**src/rtl/alu_pkg.sv**
```systemverilog
// Shared ALU constants: FSM encodings, add/sub mode codes and a counter width helper.
package alu_pkg;

  localparam logic [1:0] ST_IDLE = 2'd0;
  localparam logic [1:0] ST_RUN  = 2'd1;
  localparam logic [1:0] ST_DONE = 2'd2;

  localparam logic MODE_ADD = 1'b0;
  localparam logic MODE_SUB = 1'b1;

  // Bits needed to count 0..n-1, never less than one bit.
  function automatic int cnt_bits(input int n);
    int w;
    w = 1;
    while ((1 << w) < n) w++;
    return w;
  endfunction

endpackage

```
**src/rtl/addsub_digit.sv**
```systemverilog
// Combinational DIGIT-wide ripple of 1-bit adder or true-borrow subtractor cells.
module addsub_digit
  import alu_pkg::*;
#(
  parameter int DIGIT = 1
) (
  input  logic [DIGIT-1:0] a,
  input  logic [DIGIT-1:0] b,
  input  logic             cin,
  input  logic             mode,
  output logic [DIGIT-1:0] s,
  output logic             cout
);

  logic c;

  // In subtract mode c carries a borrow, so no operand inversion is needed.
  always_comb begin
    c = cin;
    s = '0;
    for (int i = 0; i < DIGIT; i++) begin
      s[i] = a[i] ^ b[i] ^ c;
      if (mode == MODE_SUB) c = (~a[i] & b[i]) | (c & ~(a[i] ^ b[i]));
      else                  c = (a[i] & b[i]) | (c & (a[i] ^ b[i]));
    end
    cout = c;
  end

endmodule

```
**src/rtl/serial_addsub.sv**
```systemverilog
// Digit-serial adder/subtractor with start/busy/done handshake.
// Define SERIAL_ADDSUB_SAT_EN to saturate the result on signed overflow.
module serial_addsub
  import alu_pkg::*;
#(
  parameter int WIDTH = 8,
  parameter int DIGIT = 1
) (
  input  logic             clk,
  input  logic             rst_n,
  input  logic             start,
  input  logic             mode,
  input  logic [WIDTH-1:0] a,
  input  logic [WIDTH-1:0] b,
  output logic             busy,
  output logic             done,
  output logic [WIDTH-1:0] result,
  output logic             carry,
  output logic             overflow,
  output logic             zero
);

  localparam int N  = WIDTH / DIGIT;
  localparam int CW = cnt_bits(N);
  localparam logic [CW-1:0] LAST = CW'(N - 1);

  logic [1:0]       state;
  logic [CW-1:0]    cnt;
  logic [WIDTH-1:0] a_sr, b_sr, res_sr;
  logic             mode_r, c_r, sign_a, sign_b;

  logic [DIGIT-1:0]       dig_s;
  logic                   dig_c;
  logic [WIDTH+DIGIT-1:0] shifted;
  logic [WIDTH-1:0]       res_next, res_final;
  logic                   ovf_next;

  addsub_digit #(.DIGIT(DIGIT)) u_digit (
    .a    (a_sr[DIGIT-1:0]),
    .b    (b_sr[DIGIT-1:0]),
    .cin  (c_r),
    .mode (mode_r),
    .s    (dig_s),
    .cout (dig_c)
  );

  // Operand signs are latched at start because the shifters consume the MSBs.
  always_comb begin
    shifted  = {dig_s, res_sr};
    res_next = shifted[WIDTH+DIGIT-1:DIGIT];
    if (mode_r == MODE_ADD) ovf_next = (sign_a == sign_b) && (res_next[WIDTH-1] != sign_a);
    else                    ovf_next = (sign_a != sign_b) && (res_next[WIDTH-1] != sign_a);
`ifdef SERIAL_ADDSUB_SAT_EN
    if (ovf_next) res_final = sign_a ? {1'b1, {(WIDTH-1){1'b0}}} : {1'b0, {(WIDTH-1){1'b1}}};
    else          res_final = res_next;
`else
    res_final = res_next;
`endif
  end

  always_ff @(posedge clk or negedge rst_n) begin
    if (!rst_n) begin
      state    <= ST_IDLE;
      cnt      <= '0;
      a_sr     <= '0;
      b_sr     <= '0;
      res_sr   <= '0;
      mode_r   <= MODE_ADD;
      c_r      <= 1'b0;
      sign_a   <= 1'b0;
      sign_b   <= 1'b0;
      done     <= 1'b0;
      result   <= '0;
      carry    <= 1'b0;
      overflow <= 1'b0;
    end else begin
      done <= 1'b0;
      case (state)
        ST_IDLE, ST_DONE: begin
          if (start) begin
            a_sr   <= a;
            b_sr   <= b;
            mode_r <= mode;
            sign_a <= a[WIDTH-1];
            sign_b <= b[WIDTH-1];
            c_r    <= 1'b0;
            cnt    <= '0;
            state  <= ST_RUN;
          end else begin
            state <= ST_IDLE;
          end
        end
        ST_RUN: begin
          a_sr   <= a_sr >> DIGIT;
          b_sr   <= b_sr >> DIGIT;
          res_sr <= res_next;
          c_r    <= dig_c;
          cnt    <= cnt + 1'b1;
          if (cnt == LAST) begin
            state    <= ST_DONE;
            done     <= 1'b1;
            result   <= res_final;
            carry    <= dig_c;
            overflow <= ovf_next;
          end
        end
        default: state <= ST_IDLE;
      endcase
    end
  end

  assign busy = (state == ST_RUN);
  assign zero = (result == '0);

endmodule

```
**config.mk**
```make
export PLATFORM = sky130hd
export DESIGN_NAME = serial_addsub
export DESIGN_NICKNAME = d
export VERILOG_FILES = /design/src/rtl/alu_pkg.sv /design/src/rtl/addsub_digit.sv /design/src/rtl/serial_addsub.sv
export SDC_FILE = /design/constraint.sdc
export NUM_CORES = 1
export LEC_CHECK = 0
export BUFFER_PORTS_ARGS = -buffer_cell sky130_fd_sc_hd__buf_4
export CORE_ASPECT_RATIO = 1.75
export CORE_MARGIN = 4
export CORE_UTILIZATION = 42
export DETAILED_ROUTE_END_ITERATION = 12
export PLACE_DENSITY = 0.74
export SLEW_MARGIN = 20
export SYNTH_ARGS = -nofsm -noshare
export SYNTH_HDL_FRONTEND = slang
export SYNTH_HIERARCHICAL = 1
export SYNTH_SLANG_ARGS = --single-unit
```
**constraint.sdc**
```tcl
create_clock -name clk -period 2.9 [get_ports clk]
set_input_delay 0.145 -clock clk [delete_from_list [all_inputs] [get_ports clk]]
set_output_delay 0.145 -clock clk [all_outputs]
set_load 0.02 [all_outputs]
```
==> impl_metrics.toml <==
[grt]
gr-usage-all-layers_pct = 14.7
overflow = 0
first_global_vias = 1328
grt_max_degree = 44
grt_pass1_wl_um = 6070
antenna_found_initial = 0

[floorplan]
dieArea_um2 = 5520
initial_core_util_pct = 43.7
rows = 31
coreArea_um2 = 4190
dieHeight_um = 95.4
die_width_um = 57.9
pin_count = 33

[route]
route.detailed.drc = 0
antenna_left = 0
drt_iter0_drc = 27
drt_wl_total_um = 3570
drt-pass1-iter-count = 4
vias_per_cell = 5.14
routedWlPerCell_um = 13.6
dr_total_vias = 1352

[clocking]
post_cts_buffers = 0
root_buffer = "clkbuf_8"
clkLatencyLatePin_ns = 0.29
cts_tree = "built"
path_clk_slew_ns = 0.08
numCtsBuffers = 5
cts.path.max_buffers = 2
clock-sinks = 43
ctsHtreeMaxLevel = 2

[power_and_ir_drop]
p_switching_mw = 0.949
p_clk_share_pct = 15.0
swShare_pct = 39.0
p_int_mw = 1.49
seqPwrFrac_pct = 43.8
power_mw = 2.44
power_leakage_nw = 1.09
p_comb_share_pct = 41.3
power_density_nw_per_um2 = 1110
vdd_ir_drop_max_mv = 0.475

[synth]
yosys_warnings = 6
netlist_instances = 181
syn_area_um2 = 1830
ys_seq_area_share_pct = 58.7
synth_area_per_cell_um2 = 10.1
ys_seq_elements = 43
syn_nets = 205
synthDistinctLibCells = 21

[critical_path]
critPathArrivalTime_ns = 1.97
startpoint_type = "register"
r2r_start = "cnt[0]"
criticalPathCategory = "register to register"
path_max_fanout = 13
endpoint_kind = "register"
crit_required_ns = 3.07
reg2reg_slack_ns = 1.10
worstRegToRegCells = 4
r2r-end = "result[1]"

[timing]
skew_ns = 0.00486
min_period_ns = 1.80
rsz0062_at_grt = "false"
maxSlewViolCount = 0
period_share_pct = 61.9
setup_viol = 0
worst_slew_pin_slew_ns = 0.727
setup_tns_ns = 0
hold_viol_final = 0
slew_headroom_pct = 51.5
fmax_mhz = 557

[run_status]
status = "finished clean"

[final_layout]
num_antenna_cells = 0
drive_gt1_share_pct = 19.2
n_fill_cell = 395
mostFrequentLayoutCells = "59 x nand2_1, 43 x dfrtp_1, 34 x buf_4"
nets = 237
seq_area_um2 = 1080
area_delta_synth_final_pct = 19.5
final_common_cell = "nand2_1"
multi_input_area_um2 = 682

[min_path]
holdCritPathClass = "input pin to register"
worstHoldStart = "mode"
min_to = "mode_r"
holdPathStages = 3

[placed_design]
dp_hpwl_um = 2550
gp_congestion = 0.693
io_buffers = 32

[job]
drv_cap = 0
[cells by family (layout without fill, tap and decap cells)]
kind of cell,after synthesis,after routing,share of synthesized area [%]
and+or+nand+nor,84,84,18.6
adders and majority gates,4,4,3.55
muxes,11,11,6.63
DFF,43,43,58.7
buffers and inverters,16,49,4.03
AOI/OAI and AO/OA,22,22,7.99
xor gates and xnor gates,1,1,0.478
[what timing repair did]
item                                   4_1_cts  5_1_grt
hold buffers                                 1        0
endpoints found under the hold margin       43        0
gates resized for setup                      0        0
[metrics by stage]
step	cells	setup slack (ns)	area, um^2	hold WS (ns)	utilization, %
finish	263	1.10	2190	0.0456	52.2
CTS	263	1.11	2190	0.0394	52.2
global placement	254	1.20	2100	0.163	50.1
floorplan	181	1.33	1830	-0.151	-
global route	263	1.02	2190	0.0371	52.2
detailed placement	254	1.12	2100	0.167	50.1
[metal layers]
layer	part of all wire, %	wire [um]	vias to the layer above	GRT usage (%)
li1	-	-	658	-
met4	2.6	93	0	8.12
met5	0	0	-	0
met1	39	1410	656	16.5
met3	4.8	171	7	3.93
met2	53	1900	31	25.0
[how the worst max path moves through the flow]
| stage | start | endpoint | depth (start not counted) |
|---|---|---|---|
| final | cnt[0] | result[1] | 4 |
| after floorplan | cnt[0] | result[0] | 5 |
| after global placement | cnt[0] | result[6] | 4 |
| after global routing | cnt[0] | result[7] | 4 |
| after detailed placement | cnt[0] | result[1] | 4 |
| after CTS | cnt[0] | result[1] | 4 |
[cell type report]
cell class                      count  area share, %
Sequential cell                    43           49.2
Tap cell                           49           2.80
Inverter                            6           1.03
Clock buffer                        7           3.49
Multi-Input combinational cell    122           31.2
Clock inverter                      1          0.229
Timing Repair Buffer               35           12.1
[sequential cells by signal (all words and copies together) (netlist names), 2 cells and up]
register and count:
result 8, b_sr 8, cnt 3, state 2, a_sr 8, res_sr 7
[synthesized netlist by cell type]
library cell	number	area share, %
nor2b_1	3	1.0
nor2_1	16	3.3
mux2_1	9	5.5
inv_1	5	1.0
o21ai_1	3	0.82
buf_2	8	2.2
inv_2	1	0.20
xnor2_1	1	0.48
nand3_1	1	0.27
clkbuf_1	1	0.20
nand2_1	59	12
or4_1	2	0.82
a22o_1	5	2.4
fa_1	2	2.2
ha_1	2	1.4
dfrtp_1	43	59
nand2b_1	2	0.68
nand3b_1	1	0.41
buf_4	1	0.41
mux2i_1	2	1.1
a31oi_1	14	4.8
[power by group through the flow]
stage	Clock, mW	Combinational (mW)	Sequential, mW
final	0.365	1.01	1.07
after global routing	0.407	1.14	1.11
after CTS	0.374	1.03	1.07
after detailed placement	0	1.02	1.08
after global placement	0	0.986	1.07
after floorplan	0	0.666	1.11
[critical path: stages, from the launching register on]
cell and delay [ns]:
dfrtp_1 0.41, ha_1 0.21, ha_1 0.19, nand3b_1 0.48
mux2_1 0.39
Power figures use the tool's default switching activity.
